### src/rtl/servo_pkg.sv
// servo_pkg: shared FSM state type, pulse-width defaults and per-axis aim/update helpers
package servo_pkg;
  typedef enum logic [1:0] {IDLE = 2'd0, TRACK = 2'd1, HOLD = 2'd2, SEARCH = 2'd3} state_t;
  localparam int PW_MIN_DEF = 1000;
  localparam int PW_CTR_DEF = 1500;
  localparam int PW_MAX_DEF = 2000;
  function automatic logic signed [10:0] aim_err(input logic [9:0] aim, input int ctr);
    return 11'(aim) - 11'(ctr);
  endfunction
  function automatic logic in_db(input logic [9:0] aim, input int ctr, input int db);
    return int'(aim_err(aim, ctr)) <= db && int'(aim_err(aim, ctr)) >= -db;
  endfunction
  function automatic logic [10:0] axis_next(input logic [10:0] pos, input logic [9:0] aim,
                                            input int ctr, input int db, input int sh,
                                            input int lo, input int hi);
    int nxt;
    nxt = int'(pos) + int'(aim_err(aim, ctr) >>> sh);
    nxt = nxt < lo ? lo : nxt > hi ? hi : nxt;
    return in_db(aim, ctr, db) ? pos : 11'(nxt);
  endfunction
endpackage

### src/rtl/aim_servo_ctrl_if.sv
// aim_servo_ctrl_if: tracker inputs (v_sync, aim_x/y, aim_detected, enable) and servo outputs (pwm_pan/tilt, pan_us/tilt_us, state, on_target)
interface aim_servo_ctrl_if;
  import servo_pkg::*;
  logic v_sync;
  logic [9:0] aim_x;
  logic [9:0] aim_y;
  logic aim_detected;
  logic enable;
  logic pwm_pan;
  logic pwm_tilt;
  logic [10:0] pan_us;
  logic [10:0] tilt_us;
  state_t state;
  logic on_target;
  modport master (
    output v_sync, aim_x, aim_y, aim_detected, enable,
    input pwm_pan, pwm_tilt, pan_us, tilt_us, state, on_target
  );
  modport slave (
    input v_sync, aim_x, aim_y, aim_detected, enable,
    output pwm_pan, pwm_tilt, pan_us, tilt_us, state, on_target
  );
endinterface

### src/rtl/servo_pwm.sv
// servo_pwm: 1us prescaler + period counter; width_i captured at period start, pwm_o high for that many us
module servo_pwm #(
  parameter int CLK_PER_US = 25,
  parameter int PERIOD_US = 20000,
  parameter int PW_CTR = 1500
) (
  input  logic        clk,
  input  logic        reset,
  input  logic [10:0] width_i,
  output logic        pwm_o
);
  localparam int PSW = $clog2(CLK_PER_US + 1);
  localparam int CW = $clog2(PERIOD_US + 1);
  logic [PSW-1:0] pre_q;
  logic [CW-1:0] cnt_q;
  logic [10:0] shadow_q;
  logic pwm_q, tick, wrap;
  assign tick = pre_q == PSW'(CLK_PER_US - 1);
  assign wrap = tick && cnt_q == CW'(PERIOD_US - 1);
  assign pwm_o = pwm_q;
  always_ff @(posedge clk) begin
    if (reset) begin
      pre_q <= '0;
      cnt_q <= '0;
      shadow_q <= 11'(PW_CTR);
      pwm_q <= 1'b0;
    end else begin
      pre_q <= tick ? '0 : pre_q + 1'b1;
      cnt_q <= wrap ? '0 : tick ? cnt_q + 1'b1 : cnt_q;
      shadow_q <= wrap ? width_i : shadow_q;
      pwm_q <= 32'(cnt_q) < 32'(shadow_q);
    end
  end
endmodule

### src/rtl/aim_servo_ctrl.sv
// aim_servo_ctrl: frame-paced pan/tilt tracker FSM (IDLE/TRACK/HOLD/SEARCH) driving two servo PWMs; ports clk, reset, bus (aim_servo_ctrl_if.slave)
module aim_servo_ctrl import servo_pkg::*; #(
  parameter int CLK_PER_US = 25,
  parameter int PERIOD_US = 20000,
  parameter int PW_MIN = PW_MIN_DEF,
  parameter int PW_CTR = PW_CTR_DEF,
  parameter int PW_MAX = PW_MAX_DEF,
  parameter int CTR_X = 320,
  parameter int CTR_Y = 240,
  parameter int DEADBAND = 8,
  parameter int KP_SHIFT = 3,
  parameter int LOST_FRAMES = 30,
  parameter int SWEEP_STEP = 10
) (
  input logic clk,
  input logic reset,
  aim_servo_ctrl_if.slave bus
);
  localparam int LW = $clog2(LOST_FRAMES + 1);
  state_t state_q, state_d;
  logic [10:0] pan_q, pan_d, tilt_q, tilt_d, pan_upd, tilt_upd;
  logic [LW-1:0] lost_q, lost_d;
  logic dir_q, dir_d, on_q, on_d, vs_q, frame, centred, sw_hi, sw_lo;
  assign frame = vs_q & ~bus.v_sync;
  assign centred = in_db(bus.aim_x, CTR_X, DEADBAND) && in_db(bus.aim_y, CTR_Y, DEADBAND);
  assign pan_upd = axis_next(pan_q, bus.aim_x, CTR_X, DEADBAND, KP_SHIFT, PW_MIN, PW_MAX);
  assign tilt_upd = axis_next(tilt_q, bus.aim_y, CTR_Y, DEADBAND, KP_SHIFT, PW_MIN, PW_MAX);
  assign sw_hi = int'(pan_q) + SWEEP_STEP >= PW_MAX;
  assign sw_lo = int'(pan_q) - SWEEP_STEP <= PW_MIN;
  always_comb begin
    state_d = state_q;
    pan_d = pan_q;
    tilt_d = tilt_q;
    lost_d = lost_q;
    dir_d = dir_q;
    on_d = on_q;
    if (!bus.enable) begin
      state_d = IDLE;
      pan_d = 11'(PW_CTR);
      tilt_d = 11'(PW_CTR);
      lost_d = '0;
      on_d = 1'b0;
    end else if (frame) begin
      on_d = 1'b0;
      if (bus.aim_detected) begin
        state_d = TRACK;
        on_d = centred;
        lost_d = '0;
        pan_d = state_q == SEARCH ? pan_q : pan_upd;
        tilt_d = state_q == SEARCH ? tilt_q : tilt_upd;
      end else begin
        case (state_q)
          IDLE: state_d = TRACK;
          TRACK: begin
            state_d = HOLD;
            lost_d = LW'(1);
          end
          HOLD: begin
            lost_d = lost_q + 1'b1;
            if (lost_d == LW'(LOST_FRAMES)) begin
              state_d = SEARCH;
              tilt_d = 11'(PW_CTR);
            end
          end
          SEARCH: begin
            pan_d = dir_q ? (sw_lo ? 11'(PW_MIN) : pan_q - 11'(SWEEP_STEP))
                          : (sw_hi ? 11'(PW_MAX) : pan_q + 11'(SWEEP_STEP));
            dir_d = dir_q ? !sw_lo : sw_hi;
          end
          default: state_d = IDLE;
        endcase
      end
    end
  end
  always_ff @(posedge clk) begin
    if (reset) begin
      state_q <= IDLE;
      pan_q <= 11'(PW_CTR);
      tilt_q <= 11'(PW_CTR);
      lost_q <= '0;
      dir_q <= 1'b0;
      on_q <= 1'b0;
      vs_q <= 1'b1;
    end else begin
      state_q <= state_d;
      pan_q <= pan_d;
      tilt_q <= tilt_d;
      lost_q <= lost_d;
      dir_q <= dir_d;
      on_q <= on_d;
      vs_q <= bus.v_sync;
    end
  end
  assign bus.state = state_q;
  assign bus.pan_us = pan_q;
  assign bus.tilt_us = tilt_q;
  assign bus.on_target = on_q;
  servo_pwm #(.CLK_PER_US(CLK_PER_US), .PERIOD_US(PERIOD_US), .PW_CTR(PW_CTR)) u_pan (
    .clk(clk), .reset(reset), .width_i(pan_q), .pwm_o(bus.pwm_pan)
  );
  servo_pwm #(.CLK_PER_US(CLK_PER_US), .PERIOD_US(PERIOD_US), .PW_CTR(PW_CTR)) u_tilt (
    .clk(clk), .reset(reset), .width_i(tilt_q), .pwm_o(bus.pwm_tilt)
  );
endmodule
### src/flat_wrapper.sv
// flat-port wrapper written by rule: the top's interface ports become plain ports
module aim_servo_ctrl_flat import servo_pkg::*;
#(
  parameter int CLK_PER_US = 25,
  parameter int PERIOD_US = 20000,
  parameter int PW_MIN = PW_MIN_DEF,
  parameter int PW_CTR = PW_CTR_DEF,
  parameter int PW_MAX = PW_MAX_DEF,
  parameter int CTR_X = 320,
  parameter int CTR_Y = 240,
  parameter int DEADBAND = 8,
  parameter int KP_SHIFT = 3,
  parameter int LOST_FRAMES = 30,
  parameter int SWEEP_STEP = 10
)
  (clk, reset, bus_v_sync, bus_aim_x, bus_aim_y, bus_aim_detected, bus_enable, bus_pwm_pan, bus_pwm_tilt, bus_pan_us, bus_tilt_us, bus_state, bus_on_target);
  aim_servo_ctrl_if bus_i ();
  input logic clk;
  input logic reset;
  input wire logic [$bits(bus_i.v_sync)-1:0] bus_v_sync;
  input wire logic [$bits(bus_i.aim_x)-1:0] bus_aim_x;
  input wire logic [$bits(bus_i.aim_y)-1:0] bus_aim_y;
  input wire logic [$bits(bus_i.aim_detected)-1:0] bus_aim_detected;
  input wire logic [$bits(bus_i.enable)-1:0] bus_enable;
  output wire logic [$bits(bus_i.pwm_pan)-1:0] bus_pwm_pan;
  output wire logic [$bits(bus_i.pwm_tilt)-1:0] bus_pwm_tilt;
  output wire logic [$bits(bus_i.pan_us)-1:0] bus_pan_us;
  output wire logic [$bits(bus_i.tilt_us)-1:0] bus_tilt_us;
  output wire logic [$bits(bus_i.state)-1:0] bus_state;
  output wire logic [$bits(bus_i.on_target)-1:0] bus_on_target;
  assign bus_i.v_sync = bus_v_sync;
  assign bus_i.aim_x = bus_aim_x;
  assign bus_i.aim_y = bus_aim_y;
  assign bus_i.aim_detected = bus_aim_detected;
  assign bus_i.enable = bus_enable;
  assign bus_pwm_pan = bus_i.pwm_pan;
  assign bus_pwm_tilt = bus_i.pwm_tilt;
  assign bus_pan_us = bus_i.pan_us;
  assign bus_tilt_us = bus_i.tilt_us;
  assign bus_state = bus_i.state;
  assign bus_on_target = bus_i.on_target;
  aim_servo_ctrl #(.CLK_PER_US(CLK_PER_US), .PERIOD_US(PERIOD_US), .PW_MIN(PW_MIN), .PW_CTR(PW_CTR), .PW_MAX(PW_MAX), .CTR_X(CTR_X), .CTR_Y(CTR_Y), .DEADBAND(DEADBAND), .KP_SHIFT(KP_SHIFT), .LOST_FRAMES(LOST_FRAMES), .SWEEP_STEP(SWEEP_STEP)) u_core (.clk(clk), .reset(reset), .bus(bus_i));
endmodule
### config.mk
export PLATFORM = sky130hd
export DESIGN_NAME = aim_servo_ctrl_flat
export DESIGN_NICKNAME = d
export VERILOG_FILES = /design/src/rtl/servo_pkg.sv /design/src/rtl/aim_servo_ctrl_if.sv /design/src/rtl/servo_pwm.sv /design/src/rtl/aim_servo_ctrl.sv /design/src/flat_wrapper.sv
export SDC_FILE = /design/constraint.sdc
export NUM_CORES = 1
export LEC_CHECK = 0
export CAP_MARGIN = 30
export CORE_MARGIN = 8
export CORE_UTILIZATION = 55
export CTS_BUF_LIST = sky130_fd_sc_hd__clkbuf_8
export DETAILED_ROUTE_END_ITERATION = 12
export DONT_BUFFER_PORTS = 1
export PLACE_DENSITY_LB_ADDON = 0.2
export SLEW_MARGIN = 5
export SYNTH_ARGS = -nofsm -noshare
export SYNTH_HDL_FRONTEND = slang
export SYNTH_SLANG_ARGS = --single-unit
### constraint.sdc
create_clock -name clk -period 5 [get_ports clk]
set_clock_uncertainty 0.2 [all_clocks]
set_input_delay 0.25 -clock clk [delete_from_list [all_inputs] [get_ports clk]]
set_output_delay 0.25 -clock clk [all_outputs]
set_load 0.02 [all_outputs]
Word-level counts from Yosys, hierarchy flattened:

Index checks and enable logic that the tools add are counted.

* mux-type cells: 23
* equal/unequal tests: 12
* $lt $le $gt $ge: 12
* reduce and logical (&&, ||, !) cells: 22
* add/sub/neg operators: 13
* bitwise operators: 4

Operators with widths (count)
* $mux 11: 16
* $ge 32x12->1 const B: 1
* $le 32x11->1 const B: 1
* $add 15x1->15 const B: 2
* $eq 15x15->1 const B: 2
* $lt 15x11->1: 2
* $add 12x8->13: 2
* $gt 13x12->1 const B: 2
* $lt 13x11->1 const B: 2
* $ge 11x4->1 const B: 2
* $le 11x5->1 const B: 2
* $add 5x1->5 const B: 3
* $eq 5x5->1 const B: 3
* $add 11x4->12 const B: 1
* $sub 11x4->12 const B: 1
* $add 11x4->11 const B: 1
* $sub 10x8->11 const B: 1
* $sub 10x9->11 const B: 1
* $sub 11x4->11 const B: 1
* $pmux 5 s2: 1
* $reduce_or 2->1: 5
* $reduce_and 4->1: 2
* $ne 2x2->1 const B: 3
* $pmux 2 s3: 1
* 17 further kinds: 28

* register bits after elaboration: 96
* output and inout bits: 27
* input port bits: 25
* word-level logic and storage cells: 101

Depth between registers and ports, before layout:

* word-level depth: 8
* mapped depth: 15
* gate-level depth less buffers: 14

Cells and area by module:

Synthesis repeated with hierarchy kept, for this count alone.

* cell total of the unflattened synthesis: 928
* area, all modules: 7201.9 um^2

By module, submodules not included
* aim_servo_ctrl: times used 1, cells an instance 538, sequential area each 640.6 um^2, area an instance 3933.8 um^2
* servo_pwm: times used 2, cells an instance 195, sequential area each 640.6 um^2, area an instance 1634.1 um^2

Worst setup path after synthesis:

OpenSTA, ideal clock, no wires.

* path type: input -> register
* start point: input port bus_aim_x[6]
* end point: register u_core.pan_q[7], in the netlist u_core.bus.pan_us[7]
* path slack: 1.079 ns
* arrival time: 3.599 ns
* cell stages on the path: 15
* path buffers: 1
* required time: 4.678 ns
* path through: inv_1 > ha_1 > inv_1 > a21oi_1 > ha_1 > clkbuf_1 > a21oi_2 > nor2b_1 > or4_1 > o22a_1 > or2_2 > nand2_1 > o311a_1 > or3b_1 > a221o_1

* cells in the longest elaborated chain, start to end: 8
* elaborated cells on any way between the ends: 14
* classes of those cells: add/sub (2); order compare (4); eq/ne (1); mux (5); reduce/logical (2)

Ends and longest elaborated chain
* from (decl): line flat_wrapper.sv:21 `input wire logic [$bits(bus_i.aim_x)-1:0] bus_aim_x;`
* $sub 10x9->11 *: line servo_pkg.sv:8 `return 11'(aim) - 11'(ctr);`
* $add 12x8->13: line servo_pkg.sv:17 `nxt = int'(pos) + int'(aim_err(aim, ctr) >>> sh);`
* $gt 13x12->1: line servo_pkg.sv:18 `nxt = nxt < lo ? lo : nxt > hi ? hi : nxt;`
* $mux 11 (2 in a row): line servo_pkg.sv:18
* $mux 11: line servo_pkg.sv:19 `return in_db(aim, ctr, db) ? pos : 11'(nxt);`
* $mux 11: line aim_servo_ctrl.sv:49 `pan_d = state_q == SEARCH ? pan_q : pan_upd;`
* $mux 11: line aim_servo_ctrl.sv:45 `if (bus.aim_detected) begin`
* to (signal assigned): line aim_servo_ctrl.sv:78 `pan_q <= 11'(PW_CTR);`
* to (signal assigned): line aim_servo_ctrl.sv:86 `pan_q <= pan_d;`
* to (decl): line aim_servo_ctrl.sv:21 `logic [10:0] pan_q, pan_d, tilt_q, tilt_d, pan_upd, tilt_upd;`

Mark *: on every way between the ends. The rest lies on a longest branch, timed or not. The select of a mux whose other input is x is not followed.
A chain may end at the register's enable or synchronous reset.

Worst setup path in the final report:

Ends and elaborated chain as after synthesis.

==> summary.txt <==
Outcome
  – Run status: complete, no violations

Detailed routing
  – Ratio of routed vias to standard cells: about 6.3
  – Remaining antenna violation count after routing: 0
  – Detailed-route via count: 6,535
  – DRC violation count after routing: 0
  – DRT iter0 DRCs: 448
  – Detailed-route wire length per cell: approximately 17 um
  – TritonRoute pass-1 iters: 5
  – Final Routed Wirelength: 18.0 mm

STA
  – Setup TNS Final: 0 ps
  – Final worst path period share: 80.0%
  – Post-layout minimum cycle time: 4000 ps
  – Final Hold Slack: 23.1 ps
  – Number of setup violations in the final report: 0
  – Total count of hold-check failures in the final report: 0
  – Unrepaired setup endpoints after global routing: false
  – Fin. max-slew vios: 0
  – Final Worst Setup Slack: 1000 ps
  – Worst slew margin relative to its limit: between 40 and 50%
  – Highest attainable clock frequency: between 200 and 300 MHz
  – Actual transition at the worst max-transition pin: roughly 830 ps

Power
  – Power after layout: 1.69 mW
  – Leakage power summed over all cells: 2.96 nW
  – Power per cell area: between 200 and 250 nW/um^2
  – Highest ir drop seen on vdd: 0.261 mV

Critical path
  – Origin of the critical flop-to-flop path: u_core.bus.pan_us[1]
  – Endpoint of the worst register-to-register path: u_core.bus.pan_us[7]
  – Endpoint class of the critical path: register
  – Launching instance or port of the critical path: bus_aim_x[6]
  – Classification of the worst setup path: in2reg
  – Depth of the most critical reg-to-reg path: 9
  – Setup crit start kind: primary input
  – Data arrival at the endpoint of the critical path: 4060 ps
  – Crit-path max FO: 9
  – CP Capture Point: u_core.bus.pan_us[7]
  – Endpoint required time on the critical path: 5060 ps
  – Flop-to-flop setup slack: roughly 1100 ps

Floorplanning
  – Die footprint: 16,400 um^2
  – Die Span Y: 128 um
  – Num rows: 41
  – I/O pin total: 52
  – Initial core utilization: 55.5%
  – Core region area: between 10,000 and 15,000 um^2
  – Width of the chip: 128 um

Global route
  – Global-route usage over all layers: 21.5%
  – Pin count of the biggest net entering global routing: 20
  – Global-route wire length before repair: 29.3 mm
  – Antenna violations before repair: 0
  – Via count of the first global-routing pass: 6,239
  – Remaining Overflow, GRT: 0

Clock tree
  – Resize count post-CTS: 0
  – Number of buffers added by the clock tree synthesis step: 9
  – # clock sinks: between 90 and 100
  – Post-CTS setup-driven buffer insertion count: 0
  – Quantity of hold-fixing buffers added after cts: 5
  – Master cell of the clock root buffer: sky130_fd_sc_hd__clkbuf_8
  – TritonCTS clock tree: yes
  – Bufs on Longest Clock Path: 2
  – Clock Pin Slew Worst Setup and Hold Paths: 100 ps
  – Worst-skew pair later-pin latency: 360 ps
  – CTS H-Tree Depth: 3

Synth
  – Distinct cell type count of the synthesized netlist: a little under 80
  – EDFF count, synth: 0
  – Synth Flop Type: sky130_fd_sc_hd__dfxtp_1
  – Sequential element share of the synthesized area: 27.8%
  – Post-Syn Nets: between 900 and 1k
  – Warning count from the yosys run: 0
  – Share of synthesized registers carrying an async set or reset: 0%
  – Synthesized cell area: 6920 um^2
  – Number of standard cells after synthesis: 868
  – Mean post-synth cell area: 7.98 um^2
  – Total of flip-flops plus latches after synthesis: 96

Run
  – Max-cap check violation count: 0

Layout
  – Layout cells sized above 1: 4.76%
  – Post-route core utilization: between 50% and 60%
  – Area growth from synthesis to layout: 5.89%
  – Post-layout nets: 940
  – Diode insertion count for antenna repair: 0
  – Fill cell total of the finished layout: 1,156

Placement
  – Detailed placement HPWL: 13.3 mm
  – Post-placement setup slack: 683 ps
  – Buffers on Ports: 0
  – Placer's final routability congestion estimate: 0.905

Worst hold path
  – Classification of the worst-slack hold path: in2reg
metal layers:
layer | track usage, % | routed length (um) | vias to the layer above
li1 | - | - | 3148
met1 | 24.4 | 7240 | 3072
met2 | 37.5 | 8830 | 265
met3 | 3.95 | 1270 | 50
met4 | 11.5 | 629 | 0
met5 | 0 | 0 | -
where the power goes:
part           leakage, nW  switching, mW  internal, mW  total (mW)
combinational         2.07          0.204         0.131       0.335
sequential           0.777         0.0282         0.776       0.804
clock                0.111          0.272         0.283       0.555
total                 2.96          0.504          1.19        1.69
kinds of logic (layout without fill, tap and decap cells):
group | count (synthesis) | in the layout | share of synthesized area, %
adder cells (fa/ha/maj) | 59 | 59 | 10.9
AO/OA/AOI/OAI | 231 | 231 | 23.9
XOR/XNOR | 56 | 56 | 7.08
buffers and inverters | 97 | 90 | 5.53
AND/OR/NAND/NOR | 318 | 318 | 23.2
multiplexers | 11 | 11 | 1.59
flip-flops | 96 | 96 | 27.8
cells in the final DEF, fill, tap and decap left out, drive strengths merged, types with 6 or more instances in the layout:
cell type / netlist / routed
nor2: 99 / 99
dfxtp: 96 / 96
nand2: 60 / 60
inv: 55 / 58
ha: 57 / 57
a21oi: 36 / 36
nand3: 34 / 34
o21ai: 33 / 33
xor2: 31 / 31
xnor2: 25 / 25
a21o: 24 / 24
o211ai: 23 / 23
nor3: 16 / 16
or3: 16 / 16
nand4: 15 / 15
buf: 6 / 13
nor2b: 12 / 12
o21a: 12 / 12
and3: 11 / 11
mux2i: 11 / 11
or2: 10 / 10
a31oi: 9 / 9
o22ai: 9 / 9
clkbuf: 35 / 9
a211oi: 8 / 8
or4: 6 / 6
critical path: stages:
cell and delay, ps:
sky130_fd_sc_hd__inv_1 60, sky130_fd_sc_hd__ha_1 210, sky130_fd_sc_hd__inv_1 50, sky130_fd_sc_hd__a21oi_1 660
sky130_fd_sc_hd__ha_1 450, sky130_fd_sc_hd__a21o_1 230, sky130_fd_sc_hd__a21oi_1 140, sky130_fd_sc_hd__o41a_1 150
sky130_fd_sc_hd__o311ai_0 240, sky130_fd_sc_hd__or2_1 300, sky130_fd_sc_hd__nor4b_1 300, sky130_fd_sc_hd__o311a_1 340
sky130_fd_sc_hd__or3b_1 380, sky130_fd_sc_hd__a221o_1 310
synth_stat cells (all sizes together), types with 16 or more instances:
| cell | instances | area share, % |
|---|---|---|
| nand2 | 60 | 3.3 |
| or3 | 16 | 1.5 |
| o211ai | 23 | 2.5 |
| nor2 | 99 | 5.4 |
| a21o | 24 | 2.6 |
| clkbuf | 35 | 1.9 |
| o21ai | 33 | 2.4 |
| ha | 57 | 10 |
| xor2 | 31 | 3.9 |
| dfxtp | 96 | 28 |
| xnor2 | 25 | 3.2 |
| inv | 55 | 3.0 |
| a21oi | 36 | 2.7 |
| nand3 | 34 | 2.5 |
| nor3 | 16 | 1.2 |
state kept, by name, indices dropped and copies added, names as in the netlist:
name,cells
u_core.u_pan.cnt_q,15
u_core.u_tilt.cnt_q,15
u_core.bus.pan_us,11
u_core.bus.tilt_us,11
u_core.u_pan.shadow_q,11
u_core.u_tilt.shadow_q,11
u_core.lost_q,5
u_core.u_pan.pre_q,5
u_core.u_tilt.pre_q,5
u_core.bus.state,2
u_core.bus.on_target,1
u_core.dir_q,1
u_core.u_pan.pwm_o,1
u_core.u_tilt.pwm_o,1
u_core.vs_q,1
layout make-up:
type	instances	area (um^2)	area share, %
clock buffers	9	124	1.69
multi-input cells	675	4620	63.0
repair buffers	18	148	2.01
well taps	172	215	2.94
inverters	56	210	2.87
flip-flops and latches	96	1920	26.2
clock inverters	7	93.8	1.28
through the flow:
stage	area [um^2]	std cells
2_1_floorplan	6920	868
3_3_place_gp	7060	1011
3_5_place_dp	7060	1012
4_1_cts	7330	1033
5_1_grt	7330	1033
6_report	7330	1033
worst min path at each step:
stage,start,end,cells past startpoint
final,bus_aim_y[4],u_core.bus.tilt_us[1],2
after global routing,bus_aim_y[4],u_core.bus.tilt_us[1],2
after CTS,bus_aim_y[4],u_core.bus.tilt_us[1],2
after detailed placement,reset,u_core.u_pan.shadow_q[9],1
after global placement,reset,u_core.u_pan.shadow_q[9],1
after floorplan,bus_v_sync,u_core.vs_q,1
(Power assumes the default switching activity.)
